## config.mk

```make
export PLATFORM = sky130hd
export DESIGN_NAME = sys_arr_gen
export DESIGN_NICKNAME = d
export VERILOG_FILES = /design/src/rtl/sys_arr_pkg.sv /design/src/rtl/sys_arr_pe.sv /design/src/rtl/sys_arr_gen.sv
export SDC_FILE = /design/constraint.sdc
export NUM_CORES = 2
export LEC_CHECK = 0
export ABC_AREA = 1
export CAP_MARGIN = 20
export CORE_UTILIZATION = 59
export CTS_CLUSTER_SIZE = 24
export DETAILED_ROUTE_END_ITERATION = 10
export PLACE_DENSITY = 0.87
export SYNTH_ARGS = -nofsm -noshare
export SYNTH_HDL_FRONTEND = slang
export SYNTH_SLANG_ARGS = --single-unit
```

## constraint.sdc

```tcl
create_clock -name clk -period 32 [get_ports clk]
set_input_delay 9.6 -clock clk [delete_from_list [all_inputs] [get_ports clk]]
set_output_delay 9.6 -clock clk [all_outputs]
set_load 0.02 [all_outputs]
```

## src/rtl/sys_arr_pkg.sv

```systemverilog
// Shared defaults, accumulator width derivation and swap FSM encoding
// for the parametrised weight-stationary systolic array.
package sys_arr_pkg;

    localparam int DEF_ROWS   = 4;
    localparam int DEF_COLS   = 4;
    localparam int DEF_DATA_W = 8;

    // Full-precision product plus enough headroom to add ROWS products.
    function automatic int acc_width(input int data_w, input int rows);
        return 2 * data_w + $clog2(rows);
    endfunction

    typedef enum logic {
        IDLE    = 1'b0,
        PENDING = 1'b1
    } swap_state_e;

endpackage

```

## src/rtl/sys_arr_pe.sv

```systemverilog
// One systolic cell: shadow/active weight pair, signed MAC, registered
// data pass-through to the right and registered partial sum downwards.
module sys_arr_pe #(
    parameter int DATA_W = 8,
    parameter int ACC_W  = 17
) (
    input  logic                     clk,
    input  logic                     reset,
    input  logic                     w_shift,
    input  logic                     w_promote,
    input  logic signed [DATA_W-1:0] w_in,
    output logic signed [DATA_W-1:0] w_out,
    input  logic signed [DATA_W-1:0] a_in,
    output logic signed [DATA_W-1:0] a_out,
    input  logic signed [ACC_W-1:0]  s_in,
    output logic signed [ACC_W-1:0]  s_out
);

    logic signed [DATA_W-1:0]   shadow_q, shadow_d;
    logic signed [DATA_W-1:0]   act_q, act_d;
    logic signed [DATA_W-1:0]   a_q, a_d;
    logic signed [ACC_W-1:0]    s_q, s_d;
    logic signed [2*DATA_W-1:0] prod;

    // Next-state: weight shift/promote, and MAC with sign-extended product.
    always_comb begin
        shadow_d = w_shift ? w_in : shadow_q;
        act_d    = w_promote ? shadow_q : act_q;
        prod     = (2*DATA_W)'(a_in) * (2*DATA_W)'(act_q);
        a_d      = a_in;
        s_d      = s_in + ACC_W'(prod);
    end

    // Cell registers; the partial sum wraps modulo 2^ACC_W.
    always_ff @(posedge clk or posedge reset) begin
        if (reset) begin
            shadow_q <= '0;
            act_q    <= '0;
            a_q      <= '0;
            s_q      <= '0;
        end else begin
            shadow_q <= shadow_d;
            act_q    <= act_d;
            a_q      <= a_d;
            s_q      <= s_d;
        end
    end

    assign w_out = shadow_q;
    assign a_out = a_q;
    assign s_out = s_q;

endmodule

```

## src/rtl/sys_arr_gen.sv

```systemverilog
// ROWS x COLS weight-stationary systolic array with input skew, output
// de-skew, valid pipeline, shadow weight loading and a guarded swap.
module sys_arr_gen
    import sys_arr_pkg::*;
#(
    parameter int ROWS   = DEF_ROWS,
    parameter int COLS   = DEF_COLS,
    parameter int DATA_W = DEF_DATA_W,
    parameter int ACC_W  = acc_width(DATA_W, ROWS)
) (
    input  logic                    clk,
    input  logic                    reset,
    input  logic                    in_valid,
    output logic                    in_ready,
    input  logic [ROWS*DATA_W-1:0]  in_data,
    input  logic                    w_load,
    input  logic [COLS*DATA_W-1:0]  w_data,
    output logic                    w_ready,
    input  logic                    w_swap,
    output logic                    w_full,
    output logic                    swap_err,
    output logic                    out_valid,
    output logic [COLS*ACC_W-1:0]   out_data
);

    localparam int L     = ROWS + COLS - 1;
    localparam int CNT_W = $clog2(ROWS + 1);

    swap_state_e      state_q, state_d;
    logic             swap_err_q, swap_err_d;
    logic [CNT_W-1:0] w_count_q, w_count_d;
    logic [L-1:0]     valid_q, valid_d;
    logic             accept, w_accept, promote, pipe_drained;

    logic signed [DATA_W-1:0] in_feed [ROWS];
    logic signed [DATA_W-1:0] a_h     [ROWS][COLS+1];
    logic signed [ACC_W-1:0]  s_v     [ROWS+1][COLS];
    logic signed [DATA_W-1:0] w_v     [ROWS+1][COLS];
    logic signed [ACC_W-1:0]  col_out [COLS];

    genvar gi, gj;

    assign in_ready = (state_q == IDLE);
    assign w_ready  = (state_q == IDLE);
    assign accept   = in_valid && in_ready;
    assign w_accept = w_load && w_ready;
    assign w_full   = (w_count_q == CNT_W'(ROWS));
    assign swap_err = swap_err_q;
    assign out_valid = valid_q[L-1];

    // Input skew: row gi reaches PE(gi,0) gi cycles after acceptance.
    for (gi = 0; gi < ROWS; gi++) begin : g_skew
        assign in_feed[gi] = accept ? in_data[gi*DATA_W +: DATA_W] : '0;
        if (gi == 0) begin : g_direct
            assign a_h[gi][0] = in_feed[gi];
        end else begin : g_delay
            logic [gi-1:0][DATA_W-1:0] skew_q, skew_d;
            // Shift the row operand one stage per cycle.
            always_comb begin
                skew_d[0] = in_feed[gi];
                for (int k = 1; k < gi; k++) begin
                    skew_d[k] = skew_q[k-1];
                end
            end
            // Skew stage registers.
            always_ff @(posedge clk or posedge reset) begin
                if (reset) begin
                    skew_q <= '0;
                end else begin
                    skew_q <= skew_d;
                end
            end
            assign a_h[gi][0] = skew_q[gi-1];
        end
    end

    // Top-row sums start at zero; weight rows enter the shadow chain at row 0.
    for (gj = 0; gj < COLS; gj++) begin : g_top
        assign s_v[0][gj] = '0;
        assign w_v[0][gj] = w_data[gj*DATA_W +: DATA_W];
    end

    for (gi = 0; gi < ROWS; gi++) begin : g_row
        for (gj = 0; gj < COLS; gj++) begin : g_col
            sys_arr_pe #(
                .DATA_W (DATA_W),
                .ACC_W  (ACC_W)
            ) u_pe (
                .clk       (clk),
                .reset     (reset),
                .w_shift   (w_accept),
                .w_promote (promote),
                .w_in      (w_v[gi][gj]),
                .w_out     (w_v[gi+1][gj]),
                .a_in      (a_h[gi][gj]),
                .a_out     (a_h[gi][gj+1]),
                .s_in      (s_v[gi][gj]),
                .s_out     (s_v[gi+1][gj])
            );
        end
    end

    // Output de-skew: column gj is held COLS-1-gj more cycles so all align.
    for (gj = 0; gj < COLS; gj++) begin : g_deskew
        localparam int D = COLS - 1 - gj;
        if (D == 0) begin : g_direct
            assign col_out[gj] = s_v[ROWS][gj];
        end else begin : g_delay
            logic [D-1:0][ACC_W-1:0] dsk_q, dsk_d;
            // Shift the column sum one stage per cycle.
            always_comb begin
                dsk_d[0] = s_v[ROWS][gj];
                for (int k = 1; k < D; k++) begin
                    dsk_d[k] = dsk_q[k-1];
                end
            end
            // De-skew stage registers.
            always_ff @(posedge clk or posedge reset) begin
                if (reset) begin
                    dsk_q <= '0;
                end else begin
                    dsk_q <= dsk_d;
                end
            end
            assign col_out[gj] = dsk_q[D-1];
        end
        assign out_data[gj*ACC_W +: ACC_W] = col_out[gj];
    end

    // Valid pipeline. "Drained" means only the oldest slot may still be set:
    // that result leaves this cycle and its last MAC was already done, so
    // the active weights can change on this edge.
    always_comb begin
        valid_d    = '0;
        valid_d[0] = accept;
        for (int k = 1; k < L; k++) begin
            valid_d[k] = valid_q[k-1];
        end
        pipe_drained = 1'b1;
        for (int k = 0; k < L - 1; k++) begin
            if (valid_q[k]) begin
                pipe_drained = 1'b0;
            end
        end
    end

    // Swap FSM next state, error pulse, promotion and shadow row count.
    always_comb begin
        state_d    = state_q;
        swap_err_d = 1'b0;
        promote    = 1'b0;
        w_count_d  = w_count_q;
        case (state_q)
            IDLE: begin
                if (w_swap) begin
                    if (w_full) begin
                        state_d = PENDING;
                    end else begin
                        swap_err_d = 1'b1;
                    end
                end
            end
            PENDING: begin
                if (pipe_drained) begin
                    state_d = IDLE;
                    promote = 1'b1;
                end
            end
            default: state_d = IDLE;
        endcase
        if (promote) begin
            w_count_d = '0;
        end else if (w_accept && !w_full) begin
            w_count_d = w_count_q + 1'b1;
        end
    end

    // Control registers.
    always_ff @(posedge clk or posedge reset) begin
        if (reset) begin
            state_q    <= IDLE;
            swap_err_q <= 1'b0;
            w_count_q  <= '0;
            valid_q    <= '0;
        end else begin
            state_q    <= state_d;
            swap_err_q <= swap_err_d;
            w_count_q  <= w_count_d;
            valid_q    <= valid_d;
        end
    end

    // Right-edge data outputs and bottom shadow outputs have no consumer.
    logic unused_edge;
    always_comb begin
        unused_edge = 1'b0;
        for (int r = 0; r < ROWS; r++) begin
            unused_edge = unused_edge ^ (^a_h[r][COLS]);
        end
        for (int c = 0; c < COLS; c++) begin
            unused_edge = unused_edge ^ (^w_v[ROWS][c]);
        end
    end

endmodule
```

# [Word-level counts from Yosys, hierarchy flattened]
# Index checks and enable logic that the tools add are counted.
[word_totals] regBits=800 output_inout_bits=77 word_cells=133
[classes] add_sub_neg=13 mul=16 eq_ne=1 mux=21 bitwise=1 reduce_logical=5
[ops] operator="8-bit by 8-bit multiplier with 16-bit output" n=16
[ops] operator="18-bit by 16-bit adder with 18-bit output" n=8
[ops] operator="16-bit by 16-bit adder with 17-bit output" n=4
[ops] operator="8-bit 2-to-1 mux" n=4
[ops] operator="1-bit 2-to-1 mux" n=14
[ops] operator="3-bit 2-to-1 mux" n=2
[ops] operator="3-bit by 1-bit adder with 3-bit output (second input constant)" n=1
[ops] operator="3-bit equality test (second input constant)" n=1
[ops] operator="1-bit logical AND" n=3
[ops] operator="1-bit one-hot mux with 2 select lines" n=1
[ops] operator="2-bit nonzero test" n=1
[ops] operator="1-bit logical NOT" n=1
[ops] operator="1-bit NOT" n=1

# [Logic depth before layout (Yosys ltp)]
[depth] word_depth=9 ltp_mapped=23 ltp_nobuf=23

# [By module]
# Synthesis repeated with hierarchy kept, for this count alone.
[unflattened] hier_cells=9014 area_unflattened_um2=81052.7
[by_module_without_submodules] module="sys_arr_pe (g_row[1].g_col[0].u_pe ...)" n_inst=7 cells_each=543 area_each_um2=4758.3
[by_module_without_submodules] module="sys_arr_pe (g_row[0].g_col[0].u_pe ...)" n_inst=4 cells_each=536 area_each_um2=4734.5
[by_module_without_submodules] module="sys_arr_pe (g_row[2].g_col[3].u_pe ...)" n_inst=2 cells_each=561 area_each_um2=4820.9
[by_module_without_submodules] module="sys_arr_pe (g_row[3].g_col[2].u_pe)" n_inst=1 cells_each=565 area_each_um2=4863.4
[by_module_without_submodules] module="sys_arr_pe (g_row[3].g_col[3].u_pe)" n_inst=1 cells_each=553 area_each_um2=4847.1
[by_module_without_submodules] module="sys_arr_pe (g_row[3].g_col[1].u_pe)" n_inst=1 cells_each=549 area_each_um2=4772.1
[by_module_without_submodules] module="sys_arr_gen" n_inst=1 cells_each=280 area_each_um2=4682.0

# [Worst setup path before layout]
# OpenSTA, ideal clock, no wires.
[synth_path] path_kind="input to register" startpoint="input in_valid" endpoint="register, netlist name g_row[0].g_col[0].u_pe.s_out[15]" t_arrival_ps=13438 required_ps=31884 path_slack_ps=18446 path_stages=18 path_cell_list="nand2_1 > inv_2 > nand2_1 > nor2_1 > inv_1 > fa_1 > inv_1 > fa_1 > inv_1 > fa_1 > inv_1 > fa_1 > ha_1 > a21oi_1 > a21boi_0 > nand3_1 > nand3_1 > nand2_1"
[synth_via] elab_chain_len=3
[synth_rtl] item="start: declaration" line="sys_arr_gen.sv:13" rtl="input logic in_valid,"
[synth_rtl] item="1-bit logical AND" line="sys_arr_gen.sv:45" rtl="assign accept = in_valid && in_ready;"
[synth_rtl] item="net accept" line="sys_arr_gen.sv:33" rtl="logic accept, w_accept, promote, pipe_drained;"
[synth_rtl] item="8-bit 2-to-1 mux" line="sys_arr_gen.sv:53" rtl="assign in_feed[gi] = accept ? in_data[gi*DATA_W +: DATA_W] : '0;"
[synth_rtl] item="8-bit by 8-bit multiplier with 16-bit output" line="sys_arr_pe.sv:29" rtl="prod = (2*DATA_W)'(a_in) * (2*DATA_W)'(act_q);"
[synth_rtl] item="net g_row[0].g_col[0].u_pe.prod[15]" line="sys_arr_pe.sv:23" rtl="logic signed [2*DATA_W-1:0] prod;"
# The timed path passes the listed nets, and every way through them passes these cells.
# A chain may end at the register's enable or synchronous reset.

# [Worst setup path after layout]
[layout_path] startpoint="input in_valid" endpoint="register, netlist name g_row[0].g_col[0].u_pe.s_out[15]"
[layout_via] elab_chain_len=3
[layout_rtl] item="1-bit logical AND" line="sys_arr_gen.sv:45"
[layout_rtl] item="net accept" line="sys_arr_gen.sv:33"
[layout_rtl] item="8-bit 2-to-1 mux" line="sys_arr_gen.sv:53"
[layout_rtl] item="8-bit by 8-bit multiplier with 16-bit output" line="sys_arr_pe.sv:29"
[layout_rtl] item="net g_row[0].g_col[0].u_pe.prod[15]" line="sys_arr_pe.sv:23"
# The timed path passes the listed nets, and every way through them passes these cells.

==> key figures <==
Finish
  • Fillers: 9272
  • Most frequent cells in the layout: inv_1, nand2_1, fa_1
  • Final net count: 10100
  • Layout Utilization: 0.639
  • Ratio of cells with drive above 1 in the final layout: 0.0311
  • Fin cells: 9986
  • Ant diodes: 0
  • Most common cell after layout, fill and taps aside: inv_1
  • Area Overhead vs Synth: 7.23%

Route
  • Vias: 51800
  • Final wirelength: 157000 microns
  • DRC errors left: 0
  • Routed WL per cell: 15.7 microns
  • First DRT Iteration DRCs: 3579
  • DRT Pass-1 Iters: 7
  • Post-DRT Antenna Nets: 0
  • Vias/cell: 5.18

Flow run
  • Max-cap viol count: 0

Critical path
  • Max stage delay on crit path: 750 ps
  • Crit-path max FO: 25
  • Critical-path cell list: clkdlybuf4s50_1 -> nand2_1 -> buf_4 -> inv_2 -> nand2_1 -> nor2_1 -> inv_1 -> fa_1 -> inv_1 -> fa_1 -> inv_1 -> fa_1 -> inv_1 -> fa_1 -> ha_1 -> a21oi_1 -> a21boi_0 -> nand3_1 -> nand3_1 -> nand2_1
  • R2r setup slk: 26890 ps
  • CP required: 32580 ps
  • WS Path Type: in2reg
  • Critical Path AT: 14470 ps
  • CP Launch Type: primary input
  • Slowest stage cell, crit path: fa_1
  • CP endpoint kind: register

Timing
  • TNS Setup: 0 ps
  • RSZ-0062 raised after global routing: false
  • Hold Fails Final Rpt: 0
  • Slew Limit Fails: 0
  • Final Skew: 31.3 ps
  • Post-route minimum period: 13890 ps
  • Final setup fails: 0
  • Worst Tran Pin Value: 1110 ps
  • FMAX: 72.0 MHz
  • Final Cycle Share: 0.434
  • Slew HR: 0.260

Yosys
  • Syn Inst Count: 8311
  • Top cell type's share of synthesized area: 0.311
  • Yosys warns: 0
  • Mapped Avg Cell Area: 9.02 sq um
  • Mapped cell area: 75000 sq um
  • Cell variety after synth: 34
  • Mapped Nets: 10200
  • Leading area contributor after synthesis: fa_1
  • Top cells by area, synth: fa_1, dfrtp_1, inv_1
  • Yosys reg bits: 796
  • Seq/Total Area, Yosys: 0.266

Hold path
  • Worst min path class: reg2reg

Clock tree
  • CTS tree: yes
  • # hold bufs at CTS: 0
  • PostCTS Resize Cnt: 0
  • Clk sinks: 796
  • H-tree levels: 3
  • Post CTS Setup Buffer Count: 0
  • Worst-Skew Late Latency: 720 ps
  • TritonCTS Buffers: 87
  • Worst-path clk slew: 60 ps
  • Clock tree buffer depth: 3
  • CTS root buffer: clkbuf_16

GRT
  • GRT overflow: 0
  • Global-route wire length before repair: 266000 microns
  • Largest net degree at the start of global routing: 183
  • Total GRT Usage: 0.257
  • Number of global-route vias before repair: 56500
  • Initial antenna violation count: 1

Floorplanning
  • Die H: 358 microns
  • Die width: 358 microns
  • Die Footprint: 128000 sq um
  • Placeable Area: 126000 sq um
  • Std-Cell Rows: 130
  • Initial core utilization: 0.595
  • Io pins: 146

Status
  • Outcome: completed

Placement
  • IO buf count: 145
  • GPL Wtd Cong: 0.901
  • Hpwl dp: 125000 microns
  • Placed insts: 9828
## state kept, by name, indices dropped and copies added, names as in the netlist
| name | flops |
|---|---|
| w_count_q | 3 |
| g_row.g_col.u_pe.a_out | 96 |
| g_skew.g_delay.skew_d | 24 |
| g_skew.g_delay.skew_q | 8 |
| g_row.g_col.u_pe.w_out | 128 |
| g_row.g_col.u_pe.s_out | 276 |
| a_h | 16 |
| swap_err | 1 |
| g_deskew.g_delay.dsk_d | 54 |
| g_deskew.g_delay.dsk_q | 18 |
| out_data | 36 |
| g_row.g_col.u_pe.act_q | 128 |
| state_q | 1 |
| valid_q | 7 |
## metrics by stage
| stage | hold WS, ps | worst slack, ps | cell area (sq um) |
|---|---|---|---|
| finish | 340 | 18110 | 80400 |
| global route | 350 | 17700 | 80400 |
| CTS | 334 | 18070 | 80400 |
| detailed placement | 335 | 17330 | 77400 |
| global placement | 331 | 17510 | 77400 |
| floorplan | 331 | 48.0 | 75000 |
## worst paths after layout
path                                                    startpoint                                          to  cells past startpoint
min reg2reg                g_deskew[1].g_delay.dsk_d[31]$_DFF_PP0_                      out_data[31]$_DFF_PP0_                      0
max reg2reg                                      state_q$_DFF_PP0_  g_row[0].g_col[0].u_pe.s_out[15]$_DFF_PP0_                     20
max in group asynchronous                                    reset      g_skew[2].g_delay.skew_d[13]$_DFF_PP0_                      5
min in group asynchronous                                    reset   g_row[3].g_col[3].u_pe.s_out[7]$_DFF_PP0_                      2
max                                                       in_valid  g_row[0].g_col[0].u_pe.s_out[15]$_DFF_PP0_                     20
min                        g_deskew[1].g_delay.dsk_d[31]$_DFF_PP0_                      out_data[31]$_DFF_PP0_                      0
## synth_stat cells
master / count
nor3_1: 14
o31ai_1: 3
a31oi_1: 3
nand3b_1: 14
nand3_1: 166
o21bai_1: 19
o21ai_0: 199
nand4_1: 19
nor2_2: 1
fa_1: 1164
a21boi_0: 7
a21o_1: 22
buf_6: 21
o21a_1: 11
o21ai_2: 60
clkbuf_1: 257
buf_4: 1
dfrtp_1: 796
nor4_4: 1
o211ai_1: 1
inv_2: 3
buf_2: 13
and3_1: 2
xnor2_1: 69
nor2_1: 303
xor2_1: 113
or2_2: 31
nand2_1: 1878
nand2_2: 1
ha_1: 610
o21ai_1: 60
and2_1: 1
inv_1: 2311
a21oi_1: 137
## worst max-delay path: cells and delay by family
family,cells,cell delay (ps)
adders and majority gates,5,2540
buffers and inverters,7,1190
and+or+nand+nor,6,770
AOI/OAI and AO/OA,2,360
## per-layer routing
metal,vias to the layer above,routed length [microns],global-route usage
met2,1828,78900,0.450
met1,25700,62300,0.320
met4,2,5710,0.104
met3,413,10100,0.0391
met5,-,13,0
li1,23800,-,-
## cell type report
class	instances	area (sq um)	share of cell area
clock buffers	108	2370	0.0294
flip-flops and latches	796	19900	0.248
repair buffers	160	1600	0.0199
clock inverters	49	642	0.00798
multi-input cells	4909	45100	0.561
well taps	1650	2060	0.0257
inverters	2314	8690	0.108
## cells by family (layout without fill, tap and decap cells)
family	Yosys count	in the layout	share of synthesized area
AND/OR/NAND/NOR	2431	2431	0.127
AO/OA/AOI/OAI	522	522	0.0400
flip-flops	796	796	0.266
adder cells (fa/ha/maj)	1774	1774	0.413
buffers and inverters	2606	2631	0.133
XOR/XNOR	182	182	0.0213
Power is not shown: default switching activity piles up to over one toggle a cycle in this logic, so the estimate is an artifact.
